==> src/rtl/fetch_pkg.sv <==
// ----------------------------------------------------------------------------
// fetch_pkg
// Shared definitions for the instruction-fetch stage: reset PC default,
// PCSrc redirect encodings, the bubble instruction and the fetch FSM states.
// ----------------------------------------------------------------------------
package fetch_pkg;

    // First fetch address after reset
    localparam logic [31:0] RESET_PC_DEFAULT = 32'h0000_3000;

    // Redirect select encodings driven by decode (2'd3 behaves as sequential)
    localparam logic [1:0] PCSRC_SEQ = 2'd0;
    localparam logic [1:0] PCSRC_NPC = 2'd1;
    localparam logic [1:0] PCSRC_JR  = 2'd2;

    // sll $0,$0,0 -- what decode sees during a bubble
    localparam logic [31:0] NOP_INSTR = 32'h0000_0000;

    // Fetch FSM: FETCH issues requests, HOLD parks an acked word during a stall
    typedef enum logic [0:0] {
        ST_FETCH = 1'b0,
        ST_HOLD  = 1'b1
    } fetch_state_e;

    // Sequential successor address, wraps modulo 2^32
    function automatic logic [31:0] pc_plus4(input logic [31:0] pc);
        return pc + 32'd4;
    endfunction

endpackage

==> src/rtl/fetch_redirect_latch.sv <==
// ----------------------------------------------------------------------------
// fetch_redirect_latch
// One-entry redirect register plus next-PC selection.
//   clk, rst        : clock, asynchronous active-high reset
//   stall           : redirect is ignored while the pipeline is stalled
//   pcsrc           : decode redirect select (NPC / JR / sequential)
//   npc_target      : branch / j / jal target
//   jr_target       : jr / jalr target
//   pc              : current fetch PC
//   advance         : fetch stage is consuming the current PC this cycle
//   next_pc         : value the PC takes when advance is high
// A branch is seen while its delay slot is still being fetched, so the
// target is parked here until the delay slot has been delivered.
// ----------------------------------------------------------------------------
module fetch_redirect_latch
    import fetch_pkg::*;
(
    input  logic        clk,
    input  logic        rst,
    input  logic        stall,
    input  logic [1:0]  pcsrc,
    input  logic [31:0] npc_target,
    input  logic [31:0] jr_target,
    input  logic [31:0] pc,
    input  logic        advance,
    output logic [31:0] next_pc
);

    logic        pending_r;
    logic [31:0] target_r;
    logic        capture_s;
    logic [31:0] cap_target_s;

    // Decode the redirect request presented by decode this cycle
    always_comb begin
        capture_s    = 1'b0;
        cap_target_s = 32'h0000_0000;
        if (!stall) begin
            case (pcsrc)
                PCSRC_NPC: begin
                    capture_s    = 1'b1;
                    cap_target_s = npc_target;
                end
                PCSRC_JR: begin
                    capture_s    = 1'b1;
                    cap_target_s = jr_target;
                end
                default: begin
                    capture_s    = 1'b0;
                    cap_target_s = 32'h0000_0000;
                end
            endcase
        end else begin
            capture_s    = 1'b0;
            cap_target_s = 32'h0000_0000;
        end
    end

    // Next-PC mux: an older pending redirect wins, then a same-cycle capture
    always_comb begin
        if (pending_r) begin
            next_pc = target_r;
        end else if (capture_s) begin
            next_pc = cap_target_s;
        end else begin
            next_pc = pc_plus4(pc);
        end
    end

    // Pending flag and target: set on capture, cleared when the PC advances
    always_ff @(posedge clk or posedge rst) begin
        if (rst) begin
            pending_r <= 1'b0;
            target_r  <= 32'h0000_0000;
        end else if (advance) begin
            pending_r <= 1'b0;
        end else if (capture_s && !pending_r) begin
            pending_r <= 1'b1;
            target_r  <= cap_target_s;
        end
    end

endmodule

==> src/rtl/stage_f_fetch.sv <==
// ----------------------------------------------------------------------------
// stage_f_fetch
// Instruction-fetch stage and IF/ID pipeline register of the five-stage MIPS
// core. Owns the PC, talks to instruction memory over a req/ack port and
// feeds decode. The instruction after a branch/jump (delay slot) is always
// delivered; the redirect takes effect on the PC after it.
//   Clk, Reset        : clock, asynchronous active-high reset
//   Stall             : freezes F and the IF/ID register
//   PCSrc/NPCOut/JRTarget : redirect from decode
//   IMemReq/IMemAddr  : fetch request / word address
//   IMemAck/IMemRData : completion pulse and instruction word
//   InstrD/PC4D/PCD/ValidD : IF/ID register contents
//   AdELF             : fetch address error (FETCH_ADDR_EXC_EN builds only)
// Build option: define FETCH_ADDR_EXC_EN to trap misaligned fetch PCs;
// otherwise the low two address bits are forced to zero.
// ----------------------------------------------------------------------------
module stage_f_fetch
    import fetch_pkg::*;
#(
    parameter logic [31:0] RESET_PC = RESET_PC_DEFAULT
) (
    input  logic        Clk,
    input  logic        Reset,
    input  logic        Stall,
    input  logic [1:0]  PCSrc,
    input  logic [31:0] NPCOut,
    input  logic [31:0] JRTarget,
    output logic        IMemReq,
    output logic [31:0] IMemAddr,
    input  logic        IMemAck,
    input  logic [31:0] IMemRData,
    output logic [31:0] InstrD,
    output logic [31:0] PC4D,
    output logic [31:0] PCD,
`ifdef FETCH_ADDR_EXC_EN
    output logic        AdELF,
`endif
    output logic        ValidD
);

    fetch_state_e state_r;
    fetch_state_e state_nxt_s;
    logic [31:0]  pc_r;
    logic [31:0]  pc4_s;
    logic [31:0]  next_pc_s;
    logic [31:0]  hold_instr_r;
    logic [31:0]  instr_r;
    logic [31:0]  pc4d_r;
    logic [31:0]  pcd_r;
    logic         valid_r;
    logic         misaligned_s;
    logic         advance_s;
    logic         hold_we_s;
    logic         load_s;
    logic [31:0]  ld_instr_s;
    logic [31:0]  ld_pc4_s;
    logic [31:0]  ld_pc_s;
    logic         ld_valid_s;

    assign pc4_s = pc_plus4(pc_r);

    // A misaligned PC never reaches memory when the address trap is built in
`ifdef FETCH_ADDR_EXC_EN
    assign misaligned_s = (pc_r[1:0] != 2'b00);
    assign IMemAddr     = pc_r;
`else
    assign misaligned_s = 1'b0;
    assign IMemAddr     = {pc_r[31:2], 2'b00};
`endif

    // Request only from FETCH; the address stays put until the ack arrives
    assign IMemReq = (state_r == ST_FETCH) && !misaligned_s;

    fetch_redirect_latch u_redirect (
        .clk        (Clk),
        .rst        (Reset),
        .stall      (Stall),
        .pcsrc      (PCSrc),
        .npc_target (NPCOut),
        .jr_target  (JRTarget),
        .pc         (pc_r),
        .advance    (advance_s),
        .next_pc    (next_pc_s)
    );

    // FSM next state and IF/ID load selection
    always_comb begin
        state_nxt_s = state_r;
        load_s      = 1'b0;
        ld_instr_s  = NOP_INSTR;
        ld_pc4_s    = 32'h0000_0000;
        ld_pc_s     = 32'h0000_0000;
        ld_valid_s  = 1'b0;
        advance_s   = 1'b0;
        hold_we_s   = 1'b0;
        case (state_r)
            ST_FETCH: begin
                if (misaligned_s) begin
                    // Deliver an address-error marker in place of an instruction
                    if (!Stall) begin
                        load_s     = 1'b1;
                        ld_pc4_s   = pc4_s;
                        ld_pc_s    = pc_r;
                        ld_valid_s = 1'b1;
                        advance_s  = 1'b1;
                    end else begin
                        load_s = 1'b0;
                    end
                end else if (IMemAck) begin
                    if (!Stall) begin
                        load_s     = 1'b1;
                        ld_instr_s = IMemRData;
                        ld_pc4_s   = pc4_s;
                        ld_pc_s    = pc_r;
                        ld_valid_s = 1'b1;
                        advance_s  = 1'b1;
                    end else begin
                        // Memory will not repeat the word, so park it
                        hold_we_s   = 1'b1;
                        state_nxt_s = ST_HOLD;
                    end
                end else begin
                    // Bubble while waiting; defaults already describe it
                    load_s = !Stall;
                end
            end
            ST_HOLD: begin
                // Any ack seen here is a protocol violation and is ignored
                if (!Stall) begin
                    load_s      = 1'b1;
                    ld_instr_s  = hold_instr_r;
                    ld_pc4_s    = pc4_s;
                    ld_pc_s     = pc_r;
                    ld_valid_s  = 1'b1;
                    advance_s   = 1'b1;
                    state_nxt_s = ST_FETCH;
                end else begin
                    state_nxt_s = ST_HOLD;
                end
            end
            default: begin
                state_nxt_s = ST_FETCH;
            end
        endcase
    end

    // PC, FSM state and hold buffer
    always_ff @(posedge Clk or posedge Reset) begin
        if (Reset) begin
            state_r      <= ST_FETCH;
            pc_r         <= RESET_PC;
            hold_instr_r <= NOP_INSTR;
        end else begin
            state_r <= state_nxt_s;
            if (advance_s) begin
                pc_r <= next_pc_s;
            end
            if (hold_we_s) begin
                hold_instr_r <= IMemRData;
            end
        end
    end

    // IF/ID pipeline register
    always_ff @(posedge Clk or posedge Reset) begin
        if (Reset) begin
            instr_r <= NOP_INSTR;
            pc4d_r  <= 32'h0000_0000;
            pcd_r   <= 32'h0000_0000;
            valid_r <= 1'b0;
        end else if (load_s) begin
            instr_r <= ld_instr_s;
            pc4d_r  <= ld_pc4_s;
            pcd_r   <= ld_pc_s;
            valid_r <= ld_valid_s;
        end
    end

`ifdef FETCH_ADDR_EXC_EN
    logic adel_r;

    // Address-error flag travels with the IF/ID entry it belongs to
    always_ff @(posedge Clk or posedge Reset) begin
        if (Reset) begin
            adel_r <= 1'b0;
        end else if (load_s) begin
            adel_r <= misaligned_s;
        end
    end

    assign AdELF = adel_r;
`endif

    assign InstrD = instr_r;
    assign PC4D   = pc4d_r;
    assign PCD    = pcd_r;
    assign ValidD = valid_r;

endmodule

==> config.mk <==
export PLATFORM = sky130hd
export DESIGN_NAME = stage_f_fetch
export DESIGN_NICKNAME = d
export VERILOG_FILES = /design/src/rtl/fetch_pkg.sv /design/src/rtl/fetch_redirect_latch.sv /design/src/rtl/stage_f_fetch.sv
export SDC_FILE = /design/constraint.sdc
export NUM_CORES = 1
export LEC_CHECK = 0
export CORE_MARGIN = 4
export CORE_UTILIZATION = 30
export CTS_CLUSTER_DIAMETER = 80
export DETAILED_ROUTE_END_ITERATION = 7
export MAX_ROUTING_LAYER = met4
export PLACE_DENSITY = 0.6
export SYNTH_ARGS = -nofsm -noshare
export SYNTH_HDL_FRONTEND = slang
export SYNTH_SLANG_ARGS = --single-unit
==> constraint.sdc <==
create_clock -name Clk -period 6.28 [get_ports Clk]
set_clock_uncertainty 0.15 [all_clocks]
set_input_delay 1.256 -clock Clk [delete_from_list [all_inputs] [get_ports Clk]]
set_output_delay 1.256 -clock Clk [all_outputs]
set_load 0.01 [all_outputs]
# Word level (Yosys, flattened, before mapping)
# Index checks and enable logic that the tools add are counted.
[word_totals] reg_bits=195 inputBits=102 out_inout_bits=130 wordCells=47
[op_classes] muxes=27 n_eq_ne=2 n_reduce_logical=6 n_addsub=1 bitwise=2
[ops] op="32-bit two-way mux" n=10
[ops] op="32-bit case mux with 2 select lines" n=4
[ops] op="32-bit by 3-bit adder with 32-bit output (second input constant)" n=1
[ops] op="1-bit two-way mux" n=10
[ops] op="1-bit case mux with 2 select lines" n=3
[ops] op="2-bit by 1-bit equality test with 1-bit output (second input constant)" n=1
[ops] op="2-bit equality test (second input constant)" n=1
[ops] op="1-bit zero test" n=2
[ops] op="1-bit inverter" n=2
[ops] op="2-bit AND reduction" n=1
[ops] op="2-bit nonzero test" n=1
[ops] op="2-bit OR reduction" n=1
[ops] op="1-bit logical AND" n=1

# Logic depth before layout (Yosys ltp)
[depth] word_depth=7 ltp_mapped=9 mapped_depth_nobuf=7

# Cells and area by module
# A second synthesis with hierarchy kept.
[hier_totals] hier_cells=1030 hier_area_um2=9567.9
[by_module_without_submodules] module="stage_f_fetch" area_each_um2=6940.4 seq_area_each_um2=4006.3 cells_each=691 instances=1
[by_module_without_submodules] module="fetch_redirect_latch" area_each_um2=2627.5 seq_area_each_um2=825.8 cells_each=339 instances=1

# Worst setup path after synthesis
# No wires, ideal clock.
[synth_timing] path_kind="input port to flip-flop" from="in PCSrc[0]" to="reg pc_r[17]" setup_ns=0.121 n_path_buf=1 path_stages=8 required_ns=6.009 slack_ns=3.254 arrival_time_ns=2.755 path_cell_list="inv_1 > ha_1 > or2_2 > clkbuf_1 > nor2_2 > a221oi_1 > a21o_1 > a22o_1"
[synth_via] elab_chain_cells=6 word_cells_on_any_way=9 classes_between="eq/ne: 2; mux: 6; reduce/logical: 1"
[synth_lines] item="from (decl)" line="stage_f_fetch.sv:25" rtl="input logic [1:0] PCSrc,"
[synth_lines] item="2-bit by 1-bit equality test with 1-bit output / 2-bit equality test (equally long branches)" line="fetch_redirect_latch.sv:39" rtl="case (pcsrc)"
[synth_lines] item="2-bit OR reduction (no line)"
[synth_lines] item="1-bit two-way mux" line="fetch_redirect_latch.sv:39"
[synth_lines] item="1-bit two-way mux" line="fetch_redirect_latch.sv:38" rtl="if (!stall) begin"
[synth_lines] item="32-bit two-way mux (*)" line="fetch_redirect_latch.sv:63" rtl="end else if (capture_s) begin"
[synth_lines] item="32-bit two-way mux (*)" line="fetch_redirect_latch.sv:61" rtl="if (pending_r) begin"
[synth_lines] item="to (signal assigned)" line="stage_f_fetch.sv:156" rtl="pc_r <= next_pc_s;"
[synth_lines] item="to (decl)" line="stage_f_fetch.sv:43" rtl="logic [31:0] pc_r;"
# Mark *: on every way between the ends. The rest lies on a longest branch, timed or not.
# A chain may end at the register's enable or synchronous reset.

# Final worst setup path
[layout_timing] from="in PCSrc[0]" to="reg u_redirect.target_r[7]"
[layout_via] elab_chain_cells=6 word_cells_on_any_way=9 classes_between="eq/ne: 2; mux: 4; reduce/logical: 3"
[layout_lines] item="2-bit by 1-bit equality test with 1-bit output / 2-bit equality test (equally long branches)" line="fetch_redirect_latch.sv:39"
[layout_lines] item="2-bit OR reduction (no line)"
[layout_lines] item="1-bit two-way mux" line="fetch_redirect_latch.sv:39"
[layout_lines] item="1-bit two-way mux" line="fetch_redirect_latch.sv:38"
[layout_lines] item="1-bit logical AND" line="fetch_redirect_latch.sv:77" rtl="end else if (capture_s && !pending_r) begin"
[layout_lines] item="2-bit AND reduction (no line)"
[layout_lines] item="to (signal assigned)" line="fetch_redirect_latch.sv:79" rtl="target_r <= cap_target_s;"
[layout_lines] item="to (decl)" line="fetch_redirect_latch.sv:30" rtl="logic [31:0] target_r;"
# Several ways; a longest one is shown, not always the timed one.

==> results.cfg <==
[outcome]
status = finished clean

[floorplanning]
dieArea_um2 = 32400
die_h_um = 180
io_pins = 232
die_w_um = 180
core_area_um2 = 28900
row_count = 62
start_util_pct = 30.7

[drt]
drc = 0
avgViaCountPerCell = 5.07
first_pass_iters = 5
wirelength_um = 27100
route.vias.total = 7360
antenna_left = 0
first_iter_violations = 495
wl_per_cell_um = 18.7

[worst_setup_path]
slowest_stage = nor3_4
path_buf_inv = 3
path_class = in2reg
worstPathArrival_ns = 4.19
crit_chain = clkdlybuf4s50_1, inv_1, ha_1, or3_1, nor3_4, buf_4, nor2_1, a21oi_1
cp-end-kind = flip-flop
cp.required_ns = 6.49
worst_setup_path_start_kind = primary input
crit_fanout = 36
worst_path_largest_cell_delay_ns = 0.78
cp_top_family = simple AND/OR/NAND/NOR gates

[flow_run]
drv_cap = 0

[final_layout]
regArea_um2 = 4830
finalNonFillerCells = 1451
multi_input_area_um2 = 3690
nFillCells = 2816
nets = 1159
stdcell_area_um2 = 12100
drive_above_1_share_pct = 9.37
antenna_cells = 0
syn2layout_area_growth_pct = 35.9

[pwr]
peakVddDrop_mv = 0.184
finalPower_uw = 4120
power_density_nw_per_um2 = 342
p_leak_uw = 0.00491
clkPwrFrac_pct = 26.9
comb_power_share_pct = 28.6
switching_share_pct = 33.2
p_int_uw = 2750
p_switching_uw = 1370
p_seq_share_pct = 44.5

[placement]
post_dp_cell_area_um2 = 11500
dp_hpwl_um = 19000
place_inst = 1419
gp_congestion = 0.764
port_buffers = 229

[synth]
syn_avg_cell_area_um2 = 10.2
syn_inst = 870
syn_area_um2 = 8870
yosysWarnings = 0
synth_ff_type = dfrtp_1
synthTopCellsByArea = dfrtp_1 54%, a22oi_1 5.3%, o21ai_0 4.9%
synth_common_cells = 191 x dfrtp_1, 92 x nand2_1, 86 x o21ai_0
synth_top_area_share_pct = 53.9
yosysTopAreaCell = dfrtp_1
synth_edf_count = 0
async_reset_ff_share_pct = 100
synth_most_common_cell = dfrtp_1
synth.yosys.seq_area_share_pct = 54.5
ys_seq_elements = 193
synth_cell_types = 60

[sta]
fmax_ghz = 0.251
relSlewSlack_pct = 25.1
rsz0062_at_grt = false
hold_viol_final = 0
fin_crit_sh_pct = 63.3
worst_pin_slew_ns = 1.12
fin_tns_setup_ns = 0
setup_violations = 0
fin_crit_ns = 3.98
finalMaxSlewViolations = 0

[clocking]
post-cts-setup-buffer-count = 0
hold_buffers = 0
cts_resized = 0
cts_buffers = 17
clock_sinks = 193
clock_path_buffers = 2
clock_latency_ns = 0.44
htreeDepth = 4
clk_pin_slew_worst_paths_ns = 0.08
clockRootBuffer = clkbuf_16
cts_tree = done

[global_route]
antenna_found_initial = 0
grt_pass1_vias = 7322
grt_max_degree = 130
grtUsageTotal_pct = 17.0
grt_pass1_wl_um = 43300
gr-total-overflow = 0

[worst_hold_path]
hp-class = reg2reg
==> placed cells by master (no fill, tap or decap), types with 14 or more instances in the layout <==
master / instances
a22oi_1: 63
a22o_1: 35
dfrtp_1: 191
mux2_2: 34
xor2_1: 14
xnor2_1: 14
a21oi_1: 70
o21ai_0: 86
nand2_1: 92
nand3_1: 18
clkbuf_16: 17
nor2_1: 56
clkdlybuf4s50_1: 228
inv_1: 15
==> worst paths after layout <==
check / from / end / slack [ns] / cells past startpoint
worst min register to register: PCD[21] / PCD[21] / 0.33 / 2
worst max register to register: u_redirect.pending_r / u_redirect.target_r[7] / 3.10 / 6
min in group asynchronous: Reset / PCD[17] / 1.22 / 3
max in group asynchronous: Reset / hold_instr_r[16] / 4.10 / 3
worst min-delay path: PCD[21] / PCD[21] / 0.33 / 2
worst max-delay path: PCSrc[0] / u_redirect.target_r[7] / 2.30 / 8
==> per-layer routing <==
layer	global-route usage (%)	vias up	part of all wire, %	routed length [µm]
li1	-	3498	-	-
met1	25.0	3603	50	13600
met2	24.6	237	44	11800
met3	2.83	22	5.0	1360
met4	3.90	0	1.2	314
met5	-	-	0	0
==> registers in the layout, indices dropped and copies added (netlist names) <==
name and flops:
InstrD 32, PCD 30, ValidD 1, PC4D 32, u_redirect.pending_r 1, hold_instr_r 32
state_r 1, pc_r 32, u_redirect.target_r 32
==> through the flow <==
step,hold WS (ns),setup WS [ns],utilization [%]
floorplan,0.324,2.39,-
global placement,0.311,1.95,39.6
detailed placement,0.319,1.86,39.6
CTS,0.337,2.32,41.7
global route,0.351,2.08,41.7
finish,0.327,2.30,41.7
==> power by group through the flow <==
stage                     combinational, µW  clock (µW)  sequential [µW]
after floorplan                         549           0             1840
after global placement                 1180           0             1850
after detailed placement               1190           0             1860
after CTS                              1200        1140             1840
after global routing                   1290        1190             1880
final                                  1180        1110             1840
==> area by class of cell <==
type                       instances  area share (%)
clock buffer                      17            3.53
timing repair buffer             241            19.8
clock inverter                    15            1.39
inverter                          17           0.560
tap                              384            3.99
sequential                       193            40.1
multi-input combinational        584            30.6
==> worst register-to-register path, delay by kind of cell, from the launching register on <==
| kind | cells | cell delay [ns] |
|---|---|---|
| AND/OR/NAND/NOR | 3 | 1.46 |
| buffers and inverters | 2 | 0.79 |
| flip-flops | 1 | 0.56 |
| AO/OA/AOI/OAI | 1 | 0.14 |
==> logic make-up (layout without fill, tap and decap cells) <==
logic type | Yosys count | in the layout | synth area share (%)
compound gates | 305 | 305 | 22.2
simple gates | 211 | 211 | 11.4
fa+ha+maj | 3 | 3 | 0.423
xor+xnor | 28 | 28 | 2.76
other cells | 1 | 2 | 0.0423
flops | 193 | 193 | 54.5
mux | 35 | 35 | 4.43
buf+inv | 94 | 290 | 4.29
No activity file was read; power rests on OpenSTA's default activity.
